===== src/rtl/hazard_pkg.sv =====
// Shared types for the pipeline hazard controller: FSM states, forward selects
// and the bundle of stall/flush controls driven each cycle.
package hazard_pkg;

    typedef enum logic [1:0] {
        RUN    = 2'd0,
        ISTALL = 2'd1,
        DSTALL = 2'd2
    } state_t;

    localparam logic [1:0] FWD_RF  = 2'b00;
    localparam logic [1:0] FWD_WB  = 2'b01;
    localparam logic [1:0] FWD_MEM = 2'b10;

    typedef struct packed {
        logic stall_fetch;
        logic stall_dec;
        logic flush_dec;
        logic flush_exec;
        logic stall_pipe;
        logic icache_abort;
    } ctrl_t;

endpackage


===== src/rtl/hazard_unit_if.sv =====
// Datapath <-> hazard unit signal bundle; master is the datapath side,
// slave is the hazard unit.
interface hazard_unit_if #(
    parameter int REG_ADDR_W = 5,
    parameter int CNT_WIDTH  = 32
);
    logic [REG_ADDR_W-1:0] i_rs1_addr_dec;
    logic [REG_ADDR_W-1:0] i_rs2_addr_dec;
    logic [REG_ADDR_W-1:0] i_rs1_addr_exec;
    logic [REG_ADDR_W-1:0] i_rs2_addr_exec;
    logic [REG_ADDR_W-1:0] i_rd_addr_exec;
    logic [REG_ADDR_W-1:0] i_rd_addr_mem;
    logic [REG_ADDR_W-1:0] i_rd_addr_wb;
    logic                  i_reg_we_mem;
    logic                  i_reg_we_wb;
    logic                  i_pc_src_exec;
    logic                  i_load_instr_exec;
    logic                  i_icache_miss;
    logic                  i_dcache_miss;

    logic                  o_stall_fetch;
    logic                  o_stall_dec;
    logic                  o_flush_dec;
    logic                  o_flush_exec;
    logic                  o_stall_pipe;
    logic [1:0]            o_forward_rs1;
    logic [1:0]            o_forward_rs2;
    logic                  o_icache_abort;
    logic [CNT_WIDTH-1:0]  o_stall_cycles;
    logic [CNT_WIDTH-1:0]  o_flush_count;

    modport master (
        output i_rs1_addr_dec, i_rs2_addr_dec, i_rs1_addr_exec, i_rs2_addr_exec,
               i_rd_addr_exec, i_rd_addr_mem, i_rd_addr_wb, i_reg_we_mem, i_reg_we_wb,
               i_pc_src_exec, i_load_instr_exec, i_icache_miss, i_dcache_miss,
        input  o_stall_fetch, o_stall_dec, o_flush_dec, o_flush_exec, o_stall_pipe,
               o_forward_rs1, o_forward_rs2, o_icache_abort, o_stall_cycles, o_flush_count
    );

    modport slave (
        input  i_rs1_addr_dec, i_rs2_addr_dec, i_rs1_addr_exec, i_rs2_addr_exec,
               i_rd_addr_exec, i_rd_addr_mem, i_rd_addr_wb, i_reg_we_mem, i_reg_we_wb,
               i_pc_src_exec, i_load_instr_exec, i_icache_miss, i_dcache_miss,
        output o_stall_fetch, o_stall_dec, o_flush_dec, o_flush_exec, o_stall_pipe,
               o_forward_rs1, o_forward_rs2, o_icache_abort, o_stall_cycles, o_flush_count
    );

endinterface


===== src/rtl/hazard_unit_forward_select.sv =====
// Operand bypass select for one execute-stage source register.
// Combinational, no state; the MEM-stage result wins over the WB-stage result.
module forward_select
    import hazard_pkg::*;
#(
    parameter int REG_ADDR_W = 5
) (
    input  logic [REG_ADDR_W-1:0] rs,
    input  logic [REG_ADDR_W-1:0] rd_mem,
    input  logic                  we_mem,
    input  logic [REG_ADDR_W-1:0] rd_wb,
    input  logic                  we_wb,
    output logic [1:0]            sel
);
    logic rs_nz;

    // x0 is hardwired to zero, so it is never bypassed
    assign rs_nz = |rs;

    always_comb begin
        sel = FWD_RF;
        if (we_mem && rs_nz && (rd_mem == rs)) begin
            sel = FWD_MEM;
        end else if (we_wb && rs_nz && (rd_wb == rs)) begin
            sel = FWD_WB;
        end
    end

endmodule


===== src/rtl/hazard_unit.sv =====
// Stall/flush/forward controller for the 5-stage pipeline with I/D-miss FSM and perf counters.
// Latency: controls are combinational (Mealy); counters update one cycle later; no backpressure of its own.
module hazard_unit
    import hazard_pkg::*;
#(
    parameter int REG_ADDR_W = 5,
    parameter int CNT_WIDTH  = 32
) (
    input  logic         i_clk,
    input  logic         i_arst,
    hazard_unit_if.slave hif
);
    state_t               state_q;
    state_t               state_nxt;
    ctrl_t                ctrl;
    logic                 lw_hazard;
    logic [1:0]           fwd_rs1;
    logic [1:0]           fwd_rs2;
    logic [CNT_WIDTH-1:0] stall_cnt_q;
    logic [CNT_WIDTH-1:0] flush_cnt_q;

    forward_select #(.REG_ADDR_W(REG_ADDR_W)) u_fwd_rs1 (
        .rs     (hif.i_rs1_addr_exec),
        .rd_mem (hif.i_rd_addr_mem),
        .we_mem (hif.i_reg_we_mem),
        .rd_wb  (hif.i_rd_addr_wb),
        .we_wb  (hif.i_reg_we_wb),
        .sel    (fwd_rs1)
    );

    forward_select #(.REG_ADDR_W(REG_ADDR_W)) u_fwd_rs2 (
        .rs     (hif.i_rs2_addr_exec),
        .rd_mem (hif.i_rd_addr_mem),
        .we_mem (hif.i_reg_we_mem),
        .rd_wb  (hif.i_rd_addr_wb),
        .we_wb  (hif.i_reg_we_wb),
        .sel    (fwd_rs2)
    );

    assign lw_hazard = hif.i_load_instr_exec && (hif.i_rd_addr_exec != '0) &&
                       ((hif.i_rd_addr_exec == hif.i_rs1_addr_dec) ||
                        (hif.i_rd_addr_exec == hif.i_rs2_addr_dec));

    always_ff @(posedge i_clk or negedge i_arst) begin
        if (!i_arst) begin
            state_q <= RUN;
        end else begin
            state_q <= state_nxt;
        end
    end

    // A D-miss freezes everything in every state, so the branch stays in execute until it clears
    always_comb begin
        ctrl      = '0;
        state_nxt = RUN;
        if (hif.i_dcache_miss) begin
            ctrl.stall_fetch = 1'b1;
            ctrl.stall_dec   = 1'b1;
            ctrl.stall_pipe  = 1'b1;
            state_nxt        = DSTALL;
        end else if (hif.i_pc_src_exec) begin
            ctrl.flush_dec    = 1'b1;
            ctrl.flush_exec   = 1'b1;
            ctrl.icache_abort = hif.i_icache_miss;
        end else if (hif.i_icache_miss) begin
            ctrl.stall_fetch = 1'b1;
            ctrl.stall_dec   = 1'b1;
            ctrl.flush_exec  = 1'b1;
            state_nxt        = ISTALL;
        end else if (lw_hazard) begin
            ctrl.stall_fetch = 1'b1;
            ctrl.stall_dec   = 1'b1;
            ctrl.flush_exec  = 1'b1;
        end

        unique case (state_q)
            RUN, DSTALL: ;
            ISTALL: begin
                // An older branch resolving while a refill is pending makes the refill wrong-path
                if (!hif.i_dcache_miss && hif.i_pc_src_exec) begin
                    ctrl.icache_abort = 1'b1;
                end
            end
            default: state_nxt = RUN;
        endcase
    end

    always_ff @(posedge i_clk or negedge i_arst) begin
        if (!i_arst) begin
            stall_cnt_q <= '0;
            flush_cnt_q <= '0;
        end else begin
            if (ctrl.stall_dec && !(&stall_cnt_q)) begin
                stall_cnt_q <= stall_cnt_q + 1'b1;
            end
            if (ctrl.flush_dec && !(&flush_cnt_q)) begin
                flush_cnt_q <= flush_cnt_q + 1'b1;
            end
        end
    end

    assign hif.o_stall_fetch  = i_arst & ctrl.stall_fetch;
    assign hif.o_stall_dec    = i_arst & ctrl.stall_dec;
    assign hif.o_flush_dec    = i_arst & ctrl.flush_dec;
    assign hif.o_flush_exec   = i_arst & ctrl.flush_exec;
    assign hif.o_stall_pipe   = i_arst & ctrl.stall_pipe;
    assign hif.o_icache_abort = i_arst & ctrl.icache_abort;
    assign hif.o_forward_rs1  = i_arst ? fwd_rs1 : FWD_RF;
    assign hif.o_forward_rs2  = i_arst ? fwd_rs2 : FWD_RF;
    assign hif.o_stall_cycles = stall_cnt_q;
    assign hif.o_flush_count  = flush_cnt_q;

endmodule

===== src/flat_wrapper.sv =====
// flat-port wrapper written by rule: the top's interface ports become plain ports
module hazard_unit_flat import hazard_pkg::*;
#(
    parameter int REG_ADDR_W = 5,
    parameter int CNT_WIDTH  = 32
)
  (i_clk, i_arst, hif_i_rs1_addr_dec, hif_i_rs2_addr_dec, hif_i_rs1_addr_exec, hif_i_rs2_addr_exec, hif_i_rd_addr_exec, hif_i_rd_addr_mem, hif_i_rd_addr_wb, hif_i_reg_we_mem, hif_i_reg_we_wb, hif_i_pc_src_exec, hif_i_load_instr_exec, hif_i_icache_miss, hif_i_dcache_miss, hif_o_stall_fetch, hif_o_stall_dec, hif_o_flush_dec, hif_o_flush_exec, hif_o_stall_pipe, hif_o_forward_rs1, hif_o_forward_rs2, hif_o_icache_abort, hif_o_stall_cycles, hif_o_flush_count);
  hazard_unit_if #(.REG_ADDR_W(REG_ADDR_W), .CNT_WIDTH(CNT_WIDTH)) hif_i ();
  input  logic i_clk;
  input  logic i_arst;
  input wire logic [$bits(hif_i.i_rs1_addr_dec)-1:0] hif_i_rs1_addr_dec;
  input wire logic [$bits(hif_i.i_rs2_addr_dec)-1:0] hif_i_rs2_addr_dec;
  input wire logic [$bits(hif_i.i_rs1_addr_exec)-1:0] hif_i_rs1_addr_exec;
  input wire logic [$bits(hif_i.i_rs2_addr_exec)-1:0] hif_i_rs2_addr_exec;
  input wire logic [$bits(hif_i.i_rd_addr_exec)-1:0] hif_i_rd_addr_exec;
  input wire logic [$bits(hif_i.i_rd_addr_mem)-1:0] hif_i_rd_addr_mem;
  input wire logic [$bits(hif_i.i_rd_addr_wb)-1:0] hif_i_rd_addr_wb;
  input wire logic [$bits(hif_i.i_reg_we_mem)-1:0] hif_i_reg_we_mem;
  input wire logic [$bits(hif_i.i_reg_we_wb)-1:0] hif_i_reg_we_wb;
  input wire logic [$bits(hif_i.i_pc_src_exec)-1:0] hif_i_pc_src_exec;
  input wire logic [$bits(hif_i.i_load_instr_exec)-1:0] hif_i_load_instr_exec;
  input wire logic [$bits(hif_i.i_icache_miss)-1:0] hif_i_icache_miss;
  input wire logic [$bits(hif_i.i_dcache_miss)-1:0] hif_i_dcache_miss;
  output wire logic [$bits(hif_i.o_stall_fetch)-1:0] hif_o_stall_fetch;
  output wire logic [$bits(hif_i.o_stall_dec)-1:0] hif_o_stall_dec;
  output wire logic [$bits(hif_i.o_flush_dec)-1:0] hif_o_flush_dec;
  output wire logic [$bits(hif_i.o_flush_exec)-1:0] hif_o_flush_exec;
  output wire logic [$bits(hif_i.o_stall_pipe)-1:0] hif_o_stall_pipe;
  output wire logic [$bits(hif_i.o_forward_rs1)-1:0] hif_o_forward_rs1;
  output wire logic [$bits(hif_i.o_forward_rs2)-1:0] hif_o_forward_rs2;
  output wire logic [$bits(hif_i.o_icache_abort)-1:0] hif_o_icache_abort;
  output wire logic [$bits(hif_i.o_stall_cycles)-1:0] hif_o_stall_cycles;
  output wire logic [$bits(hif_i.o_flush_count)-1:0] hif_o_flush_count;
  assign hif_i.i_rs1_addr_dec = hif_i_rs1_addr_dec;
  assign hif_i.i_rs2_addr_dec = hif_i_rs2_addr_dec;
  assign hif_i.i_rs1_addr_exec = hif_i_rs1_addr_exec;
  assign hif_i.i_rs2_addr_exec = hif_i_rs2_addr_exec;
  assign hif_i.i_rd_addr_exec = hif_i_rd_addr_exec;
  assign hif_i.i_rd_addr_mem = hif_i_rd_addr_mem;
  assign hif_i.i_rd_addr_wb = hif_i_rd_addr_wb;
  assign hif_i.i_reg_we_mem = hif_i_reg_we_mem;
  assign hif_i.i_reg_we_wb = hif_i_reg_we_wb;
  assign hif_i.i_pc_src_exec = hif_i_pc_src_exec;
  assign hif_i.i_load_instr_exec = hif_i_load_instr_exec;
  assign hif_i.i_icache_miss = hif_i_icache_miss;
  assign hif_i.i_dcache_miss = hif_i_dcache_miss;
  assign hif_o_stall_fetch = hif_i.o_stall_fetch;
  assign hif_o_stall_dec = hif_i.o_stall_dec;
  assign hif_o_flush_dec = hif_i.o_flush_dec;
  assign hif_o_flush_exec = hif_i.o_flush_exec;
  assign hif_o_stall_pipe = hif_i.o_stall_pipe;
  assign hif_o_forward_rs1 = hif_i.o_forward_rs1;
  assign hif_o_forward_rs2 = hif_i.o_forward_rs2;
  assign hif_o_icache_abort = hif_i.o_icache_abort;
  assign hif_o_stall_cycles = hif_i.o_stall_cycles;
  assign hif_o_flush_count = hif_i.o_flush_count;
  hazard_unit #(.REG_ADDR_W(REG_ADDR_W), .CNT_WIDTH(CNT_WIDTH)) u_core (.i_clk(i_clk), .i_arst(i_arst), .hif(hif_i));
endmodule

===== config.mk =====
export PLATFORM = sky130hd
export DESIGN_NAME = hazard_unit_flat
export DESIGN_NICKNAME = d
export VERILOG_FILES = /design/src/rtl/hazard_pkg.sv /design/src/rtl/hazard_unit_if.sv /design/src/rtl/hazard_unit_forward_select.sv /design/src/rtl/hazard_unit.sv /design/src/flat_wrapper.sv
export SDC_FILE = /design/constraint.sdc
export NUM_CORES = 1
export LEC_CHECK = 0
export ABC_AREA = 1
export ABC_CLOCK_PERIOD_IN_PS = 2100
export CORE_UTILIZATION = 30
export CTS_CLUSTER_DIAMETER = 50
export DETAILED_ROUTE_END_ITERATION = 6
export GPL_TIMING_DRIVEN = 1
export RECOVER_POWER = 50
export SYNTH_ARGS = -nofsm -noshare
export SYNTH_HDL_FRONTEND = slang
export SYNTH_SLANG_ARGS = --single-unit

===== constraint.sdc =====
create_clock -name i_clk -period 2.1 [get_ports i_clk]
set_clock_uncertainty 0.1 [all_clocks]
set_input_delay 0.42 -clock i_clk [delete_from_list [all_inputs] [get_ports i_clk]]
set_output_delay 0.42 -clock i_clk [all_outputs]
set_load 0.01 [all_outputs]

# After elaboration in Yosys (flattened, before gate mapping)
# Index checks and enable logic that the tools add are counted.
[word_totals]
register_bits = 66
latch_bits = 0
ram_bits = 0
mem_bits_ro = 0
in_bits = 43
out_inout_bits = 74
memories = 0
[op_classes]
add_sub_neg = 2
multipliers = 0
n_div = 0
magnitude_cmp = 0
eq_ne = 8
shift = 0
mux = 24
bitwise_logic = 6
n_reduce_logical = 24
[ops]
columns = ["cell", "count"]
rows = [
  ["adder 32 x 1 -> 32 bit (second input constant)", 2],
  ["AND reduction 32 bit", 2],
  ["== test 5 bit", 6],
  ["2-to-1 mux 2 bit", 12],
  ["logical AND 1 bit", 13],
  ["2-to-1 mux 1 bit", 12],
  ["OR reduction 5 bit", 2],
  ["AND 1 bit", 6],
  ["nonzero test 5 bit", 1],
  ["zero test 1 bit", 3],
  ["OR reduction 3 bit", 1],
  ["== test 2 x 1 -> 1 bit (second input constant)", 1],
  ["== test 2 bit (second input constant)", 1],
  ["zero test 2 bit", 1],
  ["logical OR 1 bit", 1],
]

# Logic depth before layout (Yosys ltp)
# Gate-level depths: netlist of the first run.
[logic_depth]
ltp_word = 8
mapped_depth = 12

# By module
# Synthesis of the first run repeated with hierarchy kept, for this count alone.
[hier_totals]
hier_cells = 761
area_unflattened_um2 = 4870.9
[by_module_without_submodules]
columns = ["mod", "instances", "cells_each", "area_each_um2", "seq_area_each_um2"]
rows = [
  ["hazard_unit", 1, 637, 4395.5, 1651.6],
  ["forward_select", 2, 62, 237.7, 0.0],
]

# Worst setup path before layout of the first run
# No wires, ideal clock.
[synth_path]
path_kind = "input to output"
startpoint = "input port hif_i_rd_addr_exec[3]"
endpoint = "output port hif_o_stall_fetch"
t_arrival_ps = 1699
setup_slack_ps = -119
stages = 12
path_buffers = 2
path_cell_list = "inv_1 > nand2_1 > nand2_1 > nor2_1 > nand3_1 > nand2_1 > nand2_1 > nand3_1 > clkbuf_1 > nand2_1 > nor2_1 > buf_4"
[synth_via]
elab_chain_cells = 8
[synth_rtl]
columns = ["element", "line", "rtl"]
rows = [
  ["start, declared", "flat_wrapper.sv:15", "input wire logic [$bits(hif_i.i_rd_addr_exec)-1:0] hif_i_rd_addr_exec;"],
  ["== test 5 bit (tied with other cells)", "hazard_unit.sv:41", "((hif.i_rd_addr_exec == hif.i_rs1_addr_dec) ||"],
  ["logical OR 1 bit or logical AND 1 bit (tied branches)", "hazard_unit.sv:41, hazard_unit.sv:40", ""],
  ["logical AND 1 bit *", "hazard_unit.sv:40", "assign lw_hazard = hif.i_load_instr_exec && (hif.i_rd_addr_exec != '0) &&"],
  ["2-to-1 mux 2 bit *", "hazard_unit.sv:70", "end else if (lw_hazard) begin"],
  ["2-to-1 mux 2 bit *", "hazard_unit.sv:65", "end else if (hif.i_icache_miss) begin"],
  ["2-to-1 mux 2 bit *", "hazard_unit.sv:61", "end else if (hif.i_pc_src_exec) begin"],
  ["2-to-1 mux 2 bit *", "hazard_unit.sv:56", "if (hif.i_dcache_miss) begin"],
  ["AND 1 bit *", "hazard_unit.sv:102", "assign hif.o_stall_fetch = i_arst & ctrl.stall_fetch;"],
  ["end, declared", "flat_wrapper.sv:24", "output wire logic [$bits(hif_i.o_stall_fetch)-1:0] hif_o_stall_fetch;"],
]
# Mark *: on every way between the ends. The rest lies on a longest branch, timed or not.

# Worst setup path after layout of the first run
[layout_path]
startpoint = "input port hif_i_reg_we_wb"
endpoint = "output port hif_o_forward_rs2[0]"
[layout_via]
elab_chain_cells = 5
[layout_rtl]
columns = ["element", "line", "rtl"]
rows = [
  ["start, declared", "flat_wrapper.sv:19", "input wire logic [$bits(hif_i.i_reg_we_wb)-1:0] hif_i_reg_we_wb;"],
  ["logical AND 1 bit (2 in series)", "hazard_unit_forward_select.sv:24", "end else if (we_wb && rs_nz && (rd_wb == rs)) begin"],
  ["2-to-1 mux 1 bit", "hazard_unit_forward_select.sv:24", ""],
  ["2-to-1 mux 2 bit", "hazard_unit_forward_select.sv:22", "if (we_mem && rs_nz && (rd_mem == rs)) begin"],
  ["2-to-1 mux 2 bit", "hazard_unit.sv:109", "assign hif.o_forward_rs2 = i_arst ? fwd_rs2 : FWD_RF;"],
  ["end, declared", "flat_wrapper.sv:30", "output wire logic [$bits(hif_i.o_forward_rs2)-1:0] hif_o_forward_rs2;"],
]
# Every way passes these cells.

==> results of run 1 <==
## power by group
group	total, W	internal, W	leakage (nW)	switching [W]
Clock	0.00135	0.000808	0.134	0.000538
Combinational	0.000966	0.000474	2.13	0.000492
Sequential	0.00150	0.00139	0.893	0.000110
Total	0.00381	0.00267	3.16	0.00114
## logic make-up (layout without fill, tap and decap cells)
family                     count (synthesis)  in the layout  synth area share, %
AOI/OAI and AO/OA                         18             18                 2.31
xor gates and xnor gates                  68             68                 12.8
DFF                                       66             66                 35.5
and+or+nand+nor                          458            458                 41.8
adders and majority gates                  2              2                0.537
buffers and inverters                     79            229                 7.09
## flip-flops by register name, indices dropped and copies added (netlist names)
signal                     flops
u_core.hif.o_flush_count      32
u_core.state_q                 2
u_core.hif.o_stall_cycles     32
## per-layer routing
layer / GRT usage [%] / vias to the layer above / share of wire [%]
met3: 2.74 / 19 / 6.2
met2: 28.1 / 154 / 44
met1: 24.6 / 2251 / 48
li1: - / 2492 / -
met5: 0 / - / 0
met4: 7.02 / 0 / 1.9
## cells in the final DEF (no fill, tap or decap), types with 6 or more instances in the layout
master and n:
nand2_2 6, buf_2 6, dlygate4sd2_1 25, nor3_1 14, clkbuf_16 9, xnor2_1 30
clkbuf_2 6, inv_1 54, xor2_1 37, nand3_1 20, o21ai_0 6, nor2_1 89
inv_2 7, nand4_1 43, nand2_1 261, dfrtp_1 66, buf_4 33, clkdlybuf4s50_1 37
dlygate4sd3_1 33, clkdlybuf4s15_1 7
## worst register-to-register path, stage by stage, from the launching register on
cell	delay (ns)
dfrtp_1	0.35
ha_1	0.28
nand2_2	0.16
nor2_4	0.16
nand2_1	0.09
nor3_2	0.18
nand2_2	0.11
nand3_2	0.11
buf_4	0.19
nand2_1	0.07
nand2_1	0.06
## worst min path at each step
stage,from,end,slack [ns],depth (start not counted)
2_1_floorplan,i_arst,u_core.hif.o_flush_count[0],0.02,0
3_3_place_gp,i_arst,u_core.state_q[1],0.27,2
3_5_place_dp,i_arst,u_core.state_q[1],0.27,2
4_1_cts,u_core.state_q[0],u_core.state_q[1],0.37,1
5_1_grt,u_core.state_q[0],u_core.state_q[1],0.41,1
6_report,u_core.state_q[0],u_core.state_q[1],0.37,1
## repair_timing
action                                  in CTS  in global routing
gates resized for setup                     89                 36
endpoints found under the setup margin      42                 64
pin swaps                                   21                 15
hold endpoints to repair                     2                  0
hold buffers                                 1                  0
setup buffers                                1                  0
## through the flow
step,hold slack [ns],worst slack [ns]
floorplan,0.0244,0.0202
global placement,0.273,-0.628
detailed placement,0.273,-0.659
CTS,0.371,0.00309
global route,0.410,-0.0111
finish,0.372,0.0380
## layout make-up
cell class / instances / area [sq um]
Timing Repair Buffer: 153 / 1380
Tap cell: 188 / 235
Clock buffer: 10 / 239
Multi-Input combinational cell: 546 / 2790
Sequential cell: 66 / 1650
Inverter: 62 / 235
Clock inverter: 4 / 20.0
Fill cell: 1568 / 8590
==> results.json, run 1 <==
{
  "hold_path_class": "flop to flop",
  "synth_top_cell_by_area": "dfrtp_1",
  "crit_end": "hif_o_forward_rs2[0]",
  "r2r_slack_ns": 0.17,
  "max-cap-violations": 0,
  "yosysSeqAreaShare_pct": 35.5,
  "clkTransAtPathRegs_ns": 0.05,
  "worstMarginPinSlew_ns": 1.43,
  "syn_area_sq_um": 4660,
  "crit_slowest_cell": "clkdlybuf4s50_1",
  "drv_slew": 0,
  "totalWireLength_mm": 13.9,
  "grt_pass1_vias": 4605,
  "cp_slowest_stage_delay_ns": 0.50,
  "portBuffers": 116,
  "routabilityCongestion": 0.915,
  "dpl_cell_area_sq_um": 6250,
  "synthArstFlopShare_pct": 100,
  "antennaDiodeCount": 0,
  "clk_root_buffer_cell": "clkbuf_16",
  "setup_violations": 0,
  "synth.area.top_cells": "dfrtp_1 (35%), nand2_1 (21%), nor2_1 (7.5%), xor2_1 (7.0%), xnor2_1 (5.8%)",
  "synthCells": 691,
  "gr-total-overflow": 0,
  "cts_htree_levels": 3,
  "vias_per_cell": 4.78,
  "grt_max_degree": 65,
  "ys_seq_elements": 66,
  "fin_cells": 1029,
  "synth-edff-count": 0,
  "cts_buffer_depth": 2,
  "synth_top_area_share_pct": 35.5,
  "worstPathMaxFanout": 2,
  "grt_first_pass_wirelength_mm": 22.9,
  "syn_to_final_growth_pct": 40.7,
  "yosysWarnings": 0,
  "min_period_ns": 2.06,
  "finalInstanceArea_sq_um": 6550,
  "nets": 883,
  "clock_latency_ns": 0.33,
  "die_area_sq_um": 16000,
  "cts_tree": "done",
  "status": "completed",
  "ir_worst_vdd_mv": 0.324,
  "die_w_um": 127,
  "power_density_nw_per_um2": 581,
  "drt_iter0_markers": 280,
  "detail_route.wl_per_cell_um": 13.5,
  "syn_nets": 736,
  "slew_headroom_pct": 4.57,
  "cp_num_cells": 4,
  "place_inst": 1014,
  "setup.worst_path.class": "input port to output port",
  "power_w": 0.00381,
  "hold_viol_final": 0,
  "cp.arrival_ns": 1.54,
  "drc": 0,
  "ant_nets": 0,
  "drt_pre_antenna_iters": 6,
  "vias": 4916,
  "coreArea_sq_um": 15100,
  "fin_crit_sh_pct": 98.2,
  "crit_start": "hif_i_reg_we_wb",
  "clock.fmax_mhz": 485,
  "ios": 117,
  "ys.flop_type": "dfrtp_1",
  "startpoint_type": "input port",
  "r2r-start": "u_core.hif.o_stall_cycles[0]",
  "clock-sinks": 66,
  "yosys-top-cells-count": "nand2_1 (264), nor2_1 (93), dfrtp_1 (66), inv_1 (61), nand4_1 (43)",
  "synth_cell_types": 33,
  "fin_util_pct": 43.3,
  "crit_buf_inv": 2,
  "rr_endpoint": "u_core.hif.o_stall_cycles[0]",
  "crit_chain": "clkdlybuf4s50_1 > o2111ai_2 > nor4b_4 > buf_2",
  "leakagePower_nw": 3.16,
  "die_y_um": 127,
  "avgSynthCellArea_sq_um": 6.74,
  "place_hpwl_mm": 10.6,
  "rsz0062_at_grt": "true",
  "path_delay_family": "buffers and inverters",
  "required_ns": 1.58,
  "placementRows": 45,
  "drive_gt1_share_pct": 12.2,
  "antenna_found_initial": 0,
  "start_util_pct": 30.7,
  "yosysMostFrequentCell": "nand2_1",
  "r2r_cells": 10,
  "worst_setup_path_end_kind": "output port",
  "tns_ns": 0,
  "cts_buffers": 9,
  "grt_util_all_layers_pct": 17.9
}
(Power assumes the default switching activity.)
==> run 2, diff against run 1 <==
--- a/config.mk
+++ b/config.mk
@@ -14,4 +14,6 @@
 export RECOVER_POWER = 50
 export SYNTH_ARGS = -nofsm -noshare
 export SYNTH_HDL_FRONTEND = slang
+export SYNTH_HIERARCHICAL = 1
 export SYNTH_SLANG_ARGS = --single-unit
+export TNS_END_PERCENT = 5
==> run 2 against run 1 <==
  * Hold slack got worse by 0.0016 ns
  * Synthesized cell count grew 10%
  * Area after synthesis grew 4.6%
  * First-iteration DRC count grew 5.4%
  * Maximum frequency rose by 3.5%
  * Clock power up 20%
  * Count of clock-buffer cells in the layout is 1 lower
  * Via count rose by 3.7%
==> results.json, run 2 <==
{
  "status": "completed",
  "yosysSeqAreaShare_pct": 33.9,
  "start_util_pct": 30.7,
  "fin_crit_sh_pct": 94.9,
  "clk_root_buffer_cell": "clkbuf_16",
  "grt_use_met3_pct": 3.63,
  "setup_violations": 0,
  "cts_buffer_depth": 2,
  "synth.area.top_cells": "dfrtp_1 (34%), nand2_1 (23%), nor2_1 (8.3%), inv_1 (7.2%), nand4_1 (5.8%)",
  "hold_path_end": "u_core/state_q[1]",
  "grt_util_all_layers_pct": 17.7,
  "ant_nets": 0,
  "hold_start": "u_core/state_q[1]",
  "cts_buffers": 9,
  "hold_viol_final": 0,
  "routabilityCongestion": 0.913,
  "cp.arrival_ns": 1.47,
  "grt_first_pass_wirelength_mm": 23.4,
  "worstMarginPinSlew_ns": 1.20,
  "grt_max_degree": 49,
  "antenna_found_initial": 0,
  "r2r_cells": 10,
  "power_density_nw_per_um2": 603,
  "clock-sinks": 66,
  "clkTransAtPathRegs_ns": 0.06,
  "drc": 0,
  "antennaDiodeCount": 0,
  "fill_cells": 1720,
  "die_y_um": 129,
  "avgSynthCellArea_sq_um": 6.40,
  "drive_gt1_share_pct": 10.1,
  "leakagePower_nw": 3.48,
  "min_period_ns": 1.99,
  "yosys-top-cells-count": "nand2_1 (300), nor2_1 (108), inv_1 (94), dfrtp_1 (66), nand4_1 (45)",
  "finalInstanceArea_sq_um": 6710,
  "die_w_um": 129,
  "whs_path_depth": 1,
  "r2r-start": "u_core/hif.o_flush_count[0]",
  "yosysWarnings": 6,
  "cts_tree": "done",
  "crit_chain": "buf_4 > dlygate4sd3_1",
  "detail_route.wl_per_cell_um": 12.7,
  "dpl_cell_area_sq_um": 6460,
  "startpoint_type": "flop",
  "grtUsageMet2_pct": 29.4,
  "crit_buf_inv": 2,
  "portBuffers": 116,
  "top_usage_layer": "met2",
  "coreArea_sq_um": 15900,
  "cts_hold_buf": 0,
  "yosysMostFrequentCell": "nand2_1",
  "max-cap-violations": 0,
  "rsz0062_at_grt": "true",
  "met1_usage_pct": 23.2,
  "cp_slowest_stage_delay_ns": 0.60,
  "cts_htree_levels": 3,
  "setup.worst_path.class": "flop to output port",
  "ys.flop_type": "dfrtp_1",
  "clock_latency_ns": 0.34,
  "place_inst": 1110,
  "path_delay_family": "buffers and inverters",
  "crit_slowest_cell": "dlygate4sd3_1",
  "layout_commonest_cell": "nand2_1",
  "synth_top_cell_by_area": "dfrtp_1",
  "totalWireLength_mm": 14.3,
  "slew_headroom_pct": 20.3,
  "synthArstFlopShare_pct": 100,
  "placementRows": 46,
  "grt_pass1_vias": 4732,
  "place_hpwl_mm": 11.0,
  "ir_worst_vdd_mv": 0.395,
  "rr_endpoint": "u_core/hif.o_flush_count[30]",
  "r2r_slack_ns": 0.11,
  "syn_nets": 806,
  "synth-edff-count": 0,
  "drt_pre_antenna_iters": 6,
  "syn_area_sq_um": 4870,
  "synth_top_area_share_pct": 33.9,
  "nets": 950,
  "fin_cells": 1126,
  "worst_setup_path_end_kind": "output port",
  "vias": 5099,
  "vias_per_cell": 4.53,
  "drt_iter0_markers": 295,
  "clock.fmax_mhz": 502,
  "synth_cell_types": 29,
  "mostFrequentLayoutCells": "nand2_1 (299), nor2_1 (104), inv_1 (90)",
  "gr-total-overflow": 0,
  "worstPathMaxFanout": 4,
  "synthCells": 761,
  "die_area_sq_um": 16700,
  "syn_to_final_growth_pct": 37.8,
  "required_ns": 1.58,
  "ys_seq_elements": 66,
  "ios": 117,
  "cts_setup_buffers": 0,
  "drv_slew": 0,
  "hold_path_class": "flop to flop"
}
-- run 2: logic make-up after synthesis --
logic type / synth area share, %
AOI/OAI and AO/OA: 1.10
xor gates and xnor gates: 9.53
and+or+nand+nor: 45.1
adders and majority gates: 0.514
DFF: 33.9
buffers and inverters: 9.89
-- run 2: timing repair --
item / in CTS / in global routing
resized for setup: 69 / 32
cloned: 0 / 0
endpoints found under the setup margin: 40 / 48
pin swaps: 9 / 11
-- run 2: worst max path at each step --
stage                                  from                           end  slack, ns  cells past startpoint
2_1_floorplan         hif_i_rd_addr_exec[1]             hif_o_stall_fetch       0.03                     12
3_3_place_gp          hif_i_rd_addr_exec[4]               hif_o_stall_dec      -0.67                     12
3_5_place_dp          hif_i_rd_addr_exec[4]               hif_o_stall_dec      -0.68                     12
4_1_cts                     hif_i_reg_we_wb          hif_o_forward_rs1[0]      -0.10                     10
5_1_grt         u_core/hif.o_flush_count[0]  u_core/hif.o_flush_count[30]      -0.02                     10
6_report       u_core/hif.o_flush_count[21]         hif_o_flush_count[21]       0.11                      2
-- run 2: routing by layer --
| metal | wire length, um | up-vias |
|---|---|---|
| li1 | - | 2651 |
| met1 | 6670 | 2317 |
| met2 | 6630 | 109 |
| met3 | 694 | 22 |
| met4 | 266 | 0 |
| met5 | 0 | - |
-- run 2: area by class of cell --
type	instances	area [sq um]	share of cell area, %
Inverter	99	372	5.54
Sequential cell	66	1650	24.6
Tap cell	216	270	4.03
Timing Repair Buffer	151	1340	20.0
Clock buffer	9	225	3.36
Clock inverter	7	93.8	1.40
Multi-Input combinational cell	578	2760	41.1
-- run 2: worst register-to-register path, delay by kind of cell (launching register included) --
kind	cells	cell delay (ns)
xor gates and xnor gates	1	0.13
adders and majority gates	1	0.17
buffers and inverters	1	0.17
DFF	1	0.35
and+or+nand+nor	7	0.94
-- run 2: report_power, final --
part	internal [W]	leakage [nW]	switching, W
Combinational	0.000441	2.43	0.000489
Sequential	0.00138	0.902	0.000113
Clock	0.00104	0.151	0.000588
-- run 2: metrics by stage --
stage	TNS (ns)	worst slack, ns	util [%]	power (W)	hold slack, ns
finish	0	0.107	42.2	0.00404	0.370
global route	-0.0334	-0.0197	42.2	0.00425	0.396
CTS	-0.104	-0.104	42.4	0.00411	0.130
detailed placement	-26.65	-0.681	40.7	0.00249	0.368
global placement	-26.87	-0.668	40.7	0.00248	0.360
floorplan	0	0.0292	-	0.00194	0.0244
==> run 3, diff against run 2 <==
--- a/config.mk
+++ b/config.mk
@@ -5,7 +5,6 @@
 export SDC_FILE = /design/constraint.sdc
 export NUM_CORES = 1
 export LEC_CHECK = 0
-export ABC_AREA = 1
 export ABC_CLOCK_PERIOD_IN_PS = 2100
 export CORE_UTILIZATION = 30
 export CTS_CLUSTER_DIAMETER = 50
==> run 3 against run 2 <==
  * Clock power fell by 4%
  * Worst setup slack got worse by 0.23 ns
  * Area after synthesis decreased by 26%
  * The flow now finishes with violations (design-rule violations, negative setup slack)
  * Total power rose by 11%
  * Utilization grew 9.1 points
  * Sequential power increased by 9%
  * First-iteration DRC count down 62%
  * Largest cell class unchanged
==> results.json, run 3 <==
{
  "status": "finished with violations",
  "violations": "design-rule violations, negative setup slack",
  "clock_latency_ns": 0.32,
  "drv_slew": 0,
  "power_density_nw_per_um2": 757,
  "crit_buf_inv": 3,
  "vias": 3368,
  "place_hpwl_mm": 7.49,
  "worstPathMaxFanout": 3,
  "crit_slowest_cell": "or4_4",
  "cts_hold_buf": 0,
  "ant_nets": 0,
  "drt_pre_antenna_iters": 7,
  "fin_crit_sh_pct": 106,
  "min_period_ns": 2.22,
  "setup.worst_path.class": "input port to output port",
  "layout_commonest_cell": "buf_4",
  "drc": 12,
  "synth-edff-count": 0,
  "fin_cells": 695,
  "clock.fmax_mhz": 450,
  "antenna_found_initial": 0,
  "cts_buffers": 9,
  "yosys-top-cells-count": "dfrtp_1 (66), xnor2_1 (48), xor2_1 (43), nor2_1 (27)",
  "setup_ws_ns": -0.120,
  "synth_top_cell_by_area": "dfrtp_1",
  "place_inst": 671,
  "rsz0062_at_grt": "true",
  "detail_route.wl_per_cell_um": 14.9,
  "totalWireLength_mm": 10.4,
  "cts_tree": "done",
  "routabilityCongestion": 0.833,
  "hold_slack_ns": 0.0230,
  "gr-total-overflow": 0,
  "die_w_um": 112,
  "syn_nets": 395,
  "startpoint_type": "input port",
  "clkTransAtPathRegs_ns": 0.05,
  "die_area_sq_um": 12500,
  "r2r_slack_ns": 0.04,
  "avgSynthCellArea_sq_um": 10.4,
  "power_w": 0.00451,
  "cp.arrival_ns": 1.70,
  "vias_per_cell": 4.85,
  "synth_cell_types": 44,
  "antennaDiodeCount": 0,
  "ir_worst_vdd_mv": 0.617,
  "dp_slack_ns": -0.861,
  "setup_violations": 7,
  "ys.flop_type": "dfrtp_1",
  "synthArstFlopShare_pct": 100,
  "yosysWarnings": 6,
  "yosysSeqAreaShare_pct": 45.5,
  "max-cap-violations": 0,
  "hold_viol_final": 0,
  "slew_headroom_pct": 15.2,
  "rr_endpoint": "u_core/hif.o_stall_cycles[1]",
  "r2r_cells": 5,
  "worstMarginPinSlew_ns": 1.27,
  "placementRows": 39,
  "grt_max_degree": 51,
  "r2r-start": "u_core/hif.o_stall_cycles[22]",
  "coreArea_sq_um": 11600,
  "synth.area.top_cells": "dfrtp_1 (46%), xnor2_1 (12%), xor2_1 (10%), nand4_1 (4.5%), nand3_1 (3.3%)",
  "syn_to_final_growth_pct": 64.2,
  "hold_path_class": "input port to asynchronous set/reset pin",
  "path_delay_family": "simple AND/OR/NAND/NOR gates",
  "clock-sinks": 66,
  "cp_slowest_stage_delay_ns": 0.54,
  "yosysMostFrequentCell": "dfrtp_1",
  "worst_setup_path_end_kind": "output port",
  "start_util_pct": 31.2,
  "ys_seq_elements": 66,
  "drive_gt1_share_pct": 31.2,
  "required_ns": 1.58,
  "grt_pass1_vias": 3489,
  "syn_area_sq_um": 3630,
  "grt_first_pass_wirelength_mm": 17.1,
  "synthCells": 350,
  "portBuffers": 116,
  "nets": 592,
  "drt_iter0_markers": 113,
  "synth_top_area_share_pct": 45.5,
  "mostFrequentLayoutCells": "buf_4 (68), dfrtp_1 (66), xnor2_1 (46)",
  "clk_root_buffer_cell": "clkbuf_16",
  "tns_ns": -0.465,
  "grt_util_all_layers_pct": 17.0,
  "leakagePower_nw": 2.67,
  "cts_htree_levels": 3,
  "die_y_um": 112,
  "crit_chain": "buf_8 > or4_4 > o21ai_4 > buf_6 > o21ai_2 > and3b_1 > buf_2",
  "cts_buffer_depth": 2,
  "ios": 117
}
-- run 3: cell count changes in the layout (fill, tap and decap cells not counted), moves of 19 or more --
cell,delta
xnor2_1,+26
nand4_1,-19
nor2_1,-82
buf_4,+39
inv_1,-87
nand2_1,-274
-- run 3: final cells by class --
| cell class | instances | area, sq um |
|---|---|---|
| clock buffers | 15 | 288 |
| clock inverters | 1 | 30.0 |
| fillers | 1085 | 5650 |
| inverters | 3 | 11.3 |
| multi-input cells | 277 | 2200 |
| flip-flops and latches | 66 | 1650 |
| well taps | 143 | 179 |
| repair buffers | 190 | 1600 |
-- run 3: cell families after synthesis --
| logic type | Yosys count | share of synthesized area [%] |
|---|---|---|
| XOR/XNOR | 92 | 22.4 |
| AND/OR/NAND/NOR | 165 | 26.0 |
| adder cells (fa/ha/maj) | 2 | 0.690 |
| multiplexers | 2 | 0.621 |
| flip-flops | 66 | 45.5 |
| buffers and inverters | 8 | 1.03 |
| AO/OA/AOI/OAI | 15 | 3.76 |
-- run 3: per-layer routing --
layer / part of all wire, % / vias up / GRT usage, %
met5: 0 / - / 0
met3: 6.5 / 5 / 2.89
li1: - / 1627 / -
met4: 0.95 / 0 / 6.49
met2: 47 / 88 / 26.6
met1: 46 / 1648 / 23.5
-- run 3: worst reg2reg max path, delay by kind of cell (launching register included) --
kind | cells | cell delay (ns)
and+or+nand+nor | 3 | 0.94
DFF | 1 | 0.35
muxes | 1 | 0.35
AOI/OAI and AO/OA | 1 | 0.21
-- run 3: worst max path at each step --
stage / cells after the start / endpoint / startpoint / slack [ns]
2_1_floorplan: 5 / hif_o_stall_fetch / hif_i_rd_addr_exec[1] / -0.02
3_3_place_gp: 6 / hif_o_flush_exec / hif_i_rd_addr_exec[2] / -0.82
3_5_place_dp: 6 / hif_o_flush_exec / hif_i_rd_addr_exec[2] / -0.86
4_1_cts: 7 / hif_o_flush_exec / hif_i_rd_addr_exec[4] / -0.11
5_1_grt: 7 / hif_o_flush_exec / hif_i_rd_addr_exec[4] / -0.16
6_report: 7 / hif_o_flush_exec / hif_i_rd_addr_exec[4] / -0.12
-- run 3: report_power, final --
part           switching [W]  internal [W]  total [W]
Combinational       0.000604      0.000719    0.00132
Clock               0.000513       0.00105    0.00156
Sequential          0.000165       0.00146    0.00162
Total                0.00128       0.00323    0.00451
-- run 3: timing repair --
item,CTS,global route
buffers inserted,7,1
gates cloned,1,0
gates resized for setup,162,48
endpoints found under the setup margin,35,45
pin swaps,36,27
-- run 3: metrics by stage --
stage	utilization, %	cell area, sq um
floorplan	-	3650
global placement	47.1	5470
detailed placement	47.1	5470
CTS	50.8	5890
global route	51.3	5960
finish	51.3	5960
